### src/rtl/imem_loader_pkg.sv
// Shared loader definitions: FSM state encoding, bytes-per-word derivation and the
// word-to-byte address shift that the fetch path also uses.
package imem_loader_pkg;

  typedef enum logic [2:0] {
    ST_IDLE   = 3'd0,
    ST_LEN_LO = 3'd1,
    ST_LEN_HI = 3'd2,
    ST_DATA   = 3'd3,
    ST_WRITE  = 3'd4,
    ST_DONE   = 3'd5,
    ST_ERR    = 3'd6
  } state_t;

  // Word index lives in addr[31:2] on both the write and fetch side.
  localparam int WADDR_SHIFT = 2;

  function automatic int bytes_per_word(input int width);
    return width / 8;
  endfunction

endpackage

### src/rtl/imem_loader_if.sv
// Byte stream into the loader: valid/ready handshake, a byte moves when both are high.
interface imem_loader_if;
  logic [7:0] byte_data;
  logic       byte_valid;
  logic       byte_ready;

  modport master (output byte_data, output byte_valid, input byte_ready);
  modport slave  (input byte_data, input byte_valid, output byte_ready);
endinterface

### src/rtl/imem_word_packer.sv
// Collects little-endian bytes into a word; word/word_full are combinational on the
// byte that completes the word. No backpressure of its own: byte_en is an accepted transfer.
module imem_word_packer
  import imem_loader_pkg::*;
#(
  parameter int WIDTH = 32
) (
  input  logic             clk,
  input  logic             rst_n,
  input  logic             clr,
  input  logic             byte_en,
  input  logic [7:0]       byte_data,
  output logic [WIDTH-1:0] word,
  output logic             word_full
);

  localparam int BPW = bytes_per_word(WIDTH);
  localparam int CW  = (BPW > 1) ? $clog2(BPW) : 1;

  logic [CW-1:0]    byte_cnt;
  logic [WIDTH-1:0] lanes;

  // Current byte is merged in combinationally so the completed word is usable on its final transfer.
  always_comb begin
    word = lanes;
    for (int i = 0; i < BPW; i++) begin
      if (byte_cnt == CW'(i)) begin
        word[i*8 +: 8] = byte_data;
      end
    end
  end

  assign word_full = byte_en && (byte_cnt == CW'(BPW - 1));

  always_ff @(posedge clk or negedge rst_n) begin
    if (!rst_n) begin
      byte_cnt <= '0;
      lanes    <= '0;
    end else if (clr) begin
      byte_cnt <= '0;
    end else if (byte_en) begin
      lanes    <= word;
      byte_cnt <= word_full ? '0 : byte_cnt + CW'(1);
    end
  end

endmodule

### src/rtl/imem_loader.sv
// Programs the instruction RAM from a framed byte stream (16-bit LE word count, then data);
// we fires the cycle after a word's last byte, byte_ready drops during WRITE and outside frames.
module imem_loader
  import imem_loader_pkg::*;
#(
  parameter int LENGTH = 8,
  parameter int WIDTH  = 32
) (
  input  logic             clk,
  input  logic             rst_n,
  input  logic             start,
  imem_loader_if.slave     bus,
  output logic             we,
  output logic [31:0]      waddr,
  output logic [WIDTH-1:0] wdata,
  output logic             busy,
  output logic             done,
  output logic             err
);

  localparam int IDXW = $clog2(LENGTH) + 1;

  state_t           state, state_next;
  logic [15:0]      len;
  logic [IDXW-1:0]  word_idx;
  logic             xfer;
  logic [15:0]      len_full;
  logic [15:0]      idx_next16;
  logic [WIDTH-1:0] packed_word;
  logic             word_full;
  logic             accept_start;
  logic             pack_en;

  assign xfer       = bus.byte_valid & bus.byte_ready;
  assign len_full   = {bus.byte_data, len[7:0]};
  assign idx_next16 = 16'(word_idx) + 16'd1;

  imem_word_packer #(.WIDTH(WIDTH)) u_packer (
    .clk       (clk),
    .rst_n     (rst_n),
    .clr       (accept_start),
    .byte_en   (pack_en),
    .byte_data (bus.byte_data),
    .word      (packed_word),
    .word_full (word_full)
  );

  always_ff @(posedge clk or negedge rst_n) begin
    if (!rst_n) state <= ST_IDLE;
    else        state <= state_next;
  end

  always_comb begin
    state_next   = state;
    accept_start = 1'b0;
    pack_en      = 1'b0;
    unique case (state)
      ST_IDLE, ST_DONE, ST_ERR: begin
        if (start) begin
          state_next   = ST_LEN_LO;
          accept_start = 1'b1;
        end
      end
      ST_LEN_LO: if (xfer) state_next = ST_LEN_HI;
      ST_LEN_HI: begin
        if (xfer) begin
          if (len_full == 16'd0)              state_next = ST_DONE;
          else if (len_full > 16'(LENGTH))    state_next = ST_ERR;
          else                                state_next = ST_DATA;
        end
      end
      ST_DATA: begin
        pack_en = xfer;
        if (word_full) state_next = ST_WRITE;
      end
      ST_WRITE: state_next = (idx_next16 == len) ? ST_DONE : ST_DATA;
      default:  state_next = ST_IDLE;
    endcase
  end

  // Handshake and status are pure decodes of the state register.
  assign bus.byte_ready = (state == ST_LEN_LO) || (state == ST_LEN_HI) || (state == ST_DATA);
  assign we             = (state == ST_WRITE);
  assign busy           = bus.byte_ready || we;
  assign done           = (state == ST_DONE);
  assign err            = (state == ST_ERR);

  always_ff @(posedge clk or negedge rst_n) begin
    if (!rst_n) begin
      len      <= '0;
      word_idx <= '0;
      waddr    <= '0;
      wdata    <= '0;
    end else begin
      if (accept_start) word_idx <= '0;
      if (state == ST_LEN_LO && xfer) len[7:0]  <= bus.byte_data;
      if (state == ST_LEN_HI && xfer) len[15:8] <= bus.byte_data;
      // Capture on the completing byte so waddr/wdata hold steady through WRITE and after.
      if (word_full) begin
        wdata <= packed_word;
        waddr <= 32'(word_idx) << WADDR_SHIFT;
      end
      if (state == ST_WRITE) word_idx <= word_idx + IDXW'(1);
    end
  end

endmodule

### src/flat_wrapper.sv
// flat-port wrapper written by rule: the top's interface ports become plain ports
module imem_loader_flat import imem_loader_pkg::*;
#(
  parameter int LENGTH = 8,
  parameter int WIDTH  = 32
)
  (clk, rst_n, start, we, waddr, wdata, busy, done, err, bus_byte_data, bus_byte_valid, bus_byte_ready);
  imem_loader_if bus_i ();
  input  logic clk;
  input  logic rst_n;
  input  logic start;
  output logic we;
  output logic [31:0] waddr;
  output logic [WIDTH-1:0] wdata;
  output logic busy;
  output logic done;
  output logic err;
  input wire logic [$bits(bus_i.byte_data)-1:0] bus_byte_data;
  input wire logic [$bits(bus_i.byte_valid)-1:0] bus_byte_valid;
  output wire logic [$bits(bus_i.byte_ready)-1:0] bus_byte_ready;
  assign bus_i.byte_data = bus_byte_data;
  assign bus_i.byte_valid = bus_byte_valid;
  assign bus_byte_ready = bus_i.byte_ready;
  imem_loader #(.LENGTH(LENGTH), .WIDTH(WIDTH)) u_core (.clk(clk), .rst_n(rst_n), .start(start), .bus(bus_i), .we(we), .waddr(waddr), .wdata(wdata), .busy(busy), .done(done), .err(err));
endmodule
### config.mk
export PLATFORM = sky130hd
export DESIGN_NAME = imem_loader_flat
export DESIGN_NICKNAME = d
export VERILOG_FILES = /design/src/rtl/imem_loader_pkg.sv /design/src/rtl/imem_loader_if.sv /design/src/rtl/imem_word_packer.sv /design/src/rtl/imem_loader.sv /design/src/flat_wrapper.sv
export SDC_FILE = /design/constraint.sdc
export NUM_CORES = 1
export LEC_CHECK = 0
export CAP_MARGIN = 5
export CORE_ASPECT_RATIO = 1.75
export CORE_MARGIN = 2
export CORE_UTILIZATION = 54
export CTS_BUF_LIST = sky130_fd_sc_hd__clkbuf_4
export CTS_CLUSTER_SIZE = 30
export DETAILED_ROUTE_END_ITERATION = 7
export HOLD_SLACK_MARGIN = 0.12
export PLACE_DENSITY_LB_ADDON = 0.25
export SYNTH_ARGS = -nofsm -noshare
export SYNTH_HDL_FRONTEND = slang
export SYNTH_SLANG_ARGS = --single-unit
### constraint.sdc
create_clock -name clk -period 2.12 [get_ports clk]
set_input_delay 0.212 -clock clk [delete_from_list [all_inputs] [get_ports clk]]
set_output_delay 0.212 -clock clk [all_outputs]
set_load 0.05 [all_outputs]
; After elaboration in Yosys (flattened, before gate mapping)
; Cells that the tools add are included.
; Widths: inputs -> output; s select.
[totals]
register_bits = 93
input_bits = 12
wordCells = 62
[op_classes]
n_addsub = 3
order_cmp = 1
n_eq_ne = 14
n_mux = 20
bitwise = 2
n_reduce_logical = 14
[op_table]
columns = op, count
row1 = $mux 8, 4
row2 = $mux 3, 7
row3 = $eq 16x16->1, 1
row4 = $gt 16x4->1 const B, 1
row5 = $logic_not 16->1, 1
row6 = $pmux 3 s5, 1
row7 = $eq 3x3->1 const B, 3
row8 = $mux 4, 2
row9 = $eq 3x2->1 const B, 2
row10 = $mux 2, 3
row11 = $add 4x1->5 const B, 1
row12 = $add 4x1->4 const B, 1
row13 = $eq 2x2->1 const B, 2
row14 = $ne 2x1->1 const B, 2
row15 = $ne 2x2->1 const B, 2
row16 = $reduce_and 4->1, 1
row17 = $reduce_bool 2->1, 2
row18 = $eq 3x1->1 const B, 1
row19 = $logic_and 1x1->1, 3
row20 = $logic_not 3->1, 1
row21 = $logic_or 1x1->1, 3
row22 = $mux 1, 3
row23 = $reduce_or 3->1, 1
row24 = $add 2x1->2 const B, 1
row25 = 5 further kinds, 5

; Logic depth before layout (Yosys ltp)
[depth]
word_depth = 9
mapped_depth = 7
ltp_nobuf = 5

; By module
; From an unflattened synthesis, not the netlist that was laid out.
[unflattened]
cells_unflattened = 345
hier_area_um2 = 4578.1
[by_module_without_submodules]
columns = module, n_inst, cells_each, area_per_inst_um2, seq_area_each_um2
row1 = imem_loader, 1, 227, 2786.4, 1476.4
row2 = imem_word_packer, 1, 118, 1791.7, 850.8

; Least setup slack after synthesis
; Ideal clock, no wire load.
[synth_path]
path_kind = reg-to-reg
from = register u_core.state[1]
to = register u_core.word_idx[2]
arrival_ns = 1.658
setup_slack_ns = 0.338
path_stages_with_launch = 6
period_less_slack_ns = 1.782
cell_sequence = dfrtp_1 > buf_6 > and3b_1 > o21bai_1 > a21oi_1 > a211o_1
[synth_via]
elab_chain_len = 4
elab_cells_between_ends = 8
[synth_rtl]
columns = element, line
row1 = "start, declared", imem_loader.sv:23  ; state_t state, state_next;
row2 = "start signal, assigned", imem_loader.sv:50  ; else state <= state_next;
row3 = $eq 3x3->1, --
row4 = net done, flat_wrapper.sv:16  ; output logic done;
row5 = $reduce_or 3->1, imem_loader.sv:57  ; unique case (state)
row6 = $mux 1, imem_loader.sv:57
row7 = $reduce_bool 2->1 (no line), --
row8 = "end signal, assigned", imem_loader.sv:103  ; if (state == ST_WRITE) word_idx <= word_idx + IDXW'(1);
row9 = "end, declared", imem_loader.sv:25  ; logic [IDXW-1:0] word_idx;
; The timed path passes the listed nets, and every way through them passes these cells.
; A chain may end at the register's enable or synchronous reset.

; Final worst setup path
[layout_path]
from = register u_core.word_idx[0]
to = register u_core.state[1]
[layout_via]
elab_chain_len = 4
[layout_rtl]
columns = element, line
row1 = $add 4x1->5, imem_loader.sv:36  ; assign idx_next16 = 16'(word_idx) + 16'd1;
row2 = $eq 16x16->1, imem_loader.sv:76  ; ST_WRITE: state_next = (idx_next16 == len) ? ST_DONE : ST_DATA;
row3 = $mux 3, imem_loader.sv:76
row4 = $pmux 3 s5, imem_loader.sv:57
; No other way between the ends.

==> impl_metrics.env <==
export IMPL_internal_power_w=0.00410
export IMPL_drc=0
export IMPL_cts_sinks=85
export IMPL_reg2reg_to="u_core.state[1]"
export IMPL_start_util_pct=55.3
export IMPL_cts_tree="yes"
export IMPL_final_hold_viol_count=0
export IMPL_wl_mm=8.76
export IMPL_max_slew_margin_rel_pct=65.4
export IMPL_syn_inst=377
export IMPL_yosysSeqAreaShare_pct=50.8
export IMPL_hpwl_mm=6.38
export IMPL_rr_worst_depth=5
export IMPL_viasPerCell=5.35
export IMPL_yosys_area_top_type="dfrtp_1"
export IMPL_portBuffers=52
export IMPL_nFillCells=619
export IMPL_wl_met1_mm=3.31
export IMPL_start_kind="register"
export IMPL_avgSynthCellArea_um2=11.1
export IMPL_r2r_start="u_core.word_idx[0]"
export IMPL_yosys_cell_count_top_type="dfrtp_1"
export IMPL_power_frac_clock_pct=13.9
export IMPL_crit_end="u_core.state[1]"
export IMPL_top_layer_used="met4"
export IMPL_worst_setup_path_type="reg -> reg"
export IMPL_setup_viol=0
export IMPL_path_common_cell="o211ai_1"
export IMPL_swShare_pct=42.6
export IMPL_maxCapViolations=0
export IMPL_fin_util_pct=64.1
export IMPL_crit_start="u_core.word_idx[0]"
export IMPL_antenna_found_initial=0
export IMPL_timing_fmax_mhz=508
export IMPL_first_global_vias=2874
export IMPL_clockBufferDepth=2
export IMPL_critPathArrivalTime_ns=2.30
export IMPL_yosys_top_cells_count="dfrtp_1, nand2_1, mux2_2"
export IMPL_cp_end_kind="register"
export IMPL_clk_pin_slew_worst_paths_ns=0.12
export IMPL_synth_top_cell_area_share_pct=50.8
export IMPL_gp_congestion=0.864
export IMPL_switchingPower_w=0.00304
export IMPL_cp_slowest_stage_delay_ns=0.48
export IMPL_status="completed"
export IMPL_grt_max_degree=41
export IMPL_cts_root_buf="clkbuf_4"
export IMPL_avgRoutedWirePerCell_um=16.7
export IMPL_grtUsageTotal_pct=22.2
export IMPL_yosys_register_bits=85
export IMPL_comb_power_share_pct=47.5
export IMPL_ir_drop_mv=0.792
export IMPL_crit_slowest_cell="a2111oi_2"
export IMPL_ys_types=43
export IMPL_tightest_slew_ns=0.518
export IMPL_seqPwrFrac_pct=38.5
export IMPL_first_iter_violations=133
export IMPL_pin_count=81
export IMPL_cp_max_fo=6
export IMPL_die_w_um=70.6
export IMPL_tns_ns=0
export IMPL_met3_wirelength_um=354
export IMPL_fp_dieH_um=120
export IMPL_slew_viol_final=0
export IMPL_wl_met2_mm=4.77
export IMPL_power_density_nw_per_um2=1470
export IMPL_antenna_cells=0
export IMPL_ys_flop_type="dfrtp_1"
export IMPL_power_leakage_nw=2.23
export IMPL_nets=450
export IMPL_hp_class="in -> async"
export IMPL_overflow=0
export IMPL_worstPathRequired_ns=2.45
export IMPL_grt_pass1_wl_mm=14.1
export IMPL_cts_made_buffers=9
export IMPL_synthArstFlopShare_pct=100
export IMPL_crit_chain="ha_1, xnor2_1, o211ai_1, a2111oi_2, o211ai_1"
export IMPL_drive_gt1_share_pct=20.8
export IMPL_std_cell_rows=42
export IMPL_fin_crit_sh_pct=92.8
export IMPL_syn_area_um2=4190
export IMPL_coreArea_um2=7570
export IMPL_vias=2811
export IMPL_yosysWarnings=0
export IMPL_htree_levels=3
export IMPL_synthTopCellsByArea="dfrtp_1, mux2_2, nand2_1"
export IMPL_rsz0062_at_grt="no"
export IMPL_die_area_um2=8500
export IMPL_post_route_min_period_ns=1.97
export IMPL_synth_edf_count=0
export IMPL_syn2layout_area_growth_pct=15.8
export IMPL_postRouteAntennaNets=0
export IMPL_first_pass_iters=4
export IMPL_clock_latency_ns=0.46
export IMPL_clock_skew_ns=0.0147
export IMPL_regToRegSetupSlack_ns=0.15
## layout make-up
| class | count | area (µm²) | area share [%] |
|---|---|---|---|
| sequential | 85 | 2130 | 43.9 |
| multi-input combinational | 262 | 1790 | 36.9 |
| timing repair buffer | 70 | 656 | 13.5 |
| tap | 88 | 110 | 2.27 |
| clock inverter | 6 | 78.8 | 1.63 |
| clock buffer | 9 | 67.6 | 1.39 |
| inverter | 5 | 18.8 | 0.387 |
## state kept, by name, summed over array words and instances (netlist names)
register,cells
u_core.u_packer.byte_cnt,2
u_core.waddr,4
u_core.len,16
u_core.word_idx,4
u_core.wdata,32
u_core.u_packer.lanes,24
u_core.state,3
## critical path: cells and delay by family, from the launching register on
| kind | cells | cell delay [ns] |
|---|---|---|
| adders and majority gates | 1 | 0.30 |
| xor gates and xnor gates | 1 | 0.29 |
| DFF | 1 | 0.46 |
| AOI/OAI and AO/OA | 3 | 0.79 |
## worst min-delay path by stage
stage / start / cells after the start / to / slack [ns]
final: rst_n / 2 / u_core.wdata[22] / 0.25
after floorplan: rst_n / 0 / u_core.len[0] / -0.08
after global placement: rst_n / 1 / u_core.wdata[22] / 0.22
after CTS: rst_n / 2 / u_core.u_packer.lanes[2] / 0.25
after detailed placement: rst_n / 1 / u_core.wdata[22] / 0.22
after global routing: rst_n / 2 / u_core.len[15] / 0.29
## stage by stage
stage / area, µm² / hold slack [ns] / power [W] / instances / setup slack, ns
final: 4850 / 0.255 / 0.00714 / 525 / 0.153
after global routing: 4850 / 0.285 / 0.00754 / 525 / 0.0363
after CTS: 4850 / 0.250 / 0.00720 / 525 / 0.0896
after detailed placement: 4690 / 0.220 / 0.00620 / 509 / 0.205
after global placement: 4690 / 0.218 / 0.00609 / 509 / 0.221
after floorplan: 4290 / -0.0836 / 0.00524 / 404 / 0.338
## cells in the final DEF, fill, tap and decap left out, types with 4 or more instances in the layout
| cell type | n |
|---|---|
| dfrtp_1 | 84 |
| nand2_1 | 67 |
| clkdlybuf4s50_1 | 46 |
| mux2_2 | 41 |
| conb_1 | 28 |
| o21ai_0 | 25 |
| mux2i_1 | 24 |
| buf_4 | 22 |
| clkbuf_4 | 9 |
| nor2_1 | 7 |
| xnor2_1 | 5 |
| ha_1 | 5 |
| inv_1 | 4 |
| nand2_2 | 4 |
| xor2_1 | 4 |
| a21oi_1 | 4 |
| nand3_1 | 4 |
| nor4_1 | 4 |
| nor3_1 | 4 |
| nand2b_1 | 4 |
## per-layer routing
layer | vias to the layer above | track usage, %
met3 | 27 | 4.50
met5 | - | 0
met2 | 74 | 39.5
li1 | 1326 | -
met1 | 1384 | 24.7
met4 | 0 | 11.4
## cell families (layout without fill, tap and decap cells)
| family | Yosys count | after routing | synth area share (%) |
|---|---|---|---|
| buffers and inverters | 57 | 90 | 8.91 |
| adders and majority gates | 5 | 5 | 1.49 |
| other | 1 | 28 | 0.0896 |
| AOI/OAI and AO/OA | 45 | 45 | 7.29 |
| muxes | 65 | 65 | 16.8 |
| xor gates and xnor gates | 9 | 9 | 1.88 |
| and+or+nand+nor | 110 | 110 | 12.8 |
| DFF | 85 | 85 | 50.8 |
## repair_timing
action,in CTS,in global routing
hold buffers,1,0
setup endpoints to repair,0,1
buffers inserted,0,0
gates resized for setup,0,1
hold endpoints to repair,38,0
## power by group through the flow
stage | clock, W | sequential [W] | combinational [W]
4_1_cts | 0.00102 | 0.00275 | 0.00343
2_1_floorplan | 0 | 0.00346 | 0.00178
6_report | 0.000994 | 0.00275 | 0.00340
5_1_grt | 0.00109 | 0.00284 | 0.00361
3_5_place_dp | 0 | 0.00278 | 0.00342
3_3_place_gp | 0 | 0.00275 | 0.00334
Power figures use the tool's default switching activity.
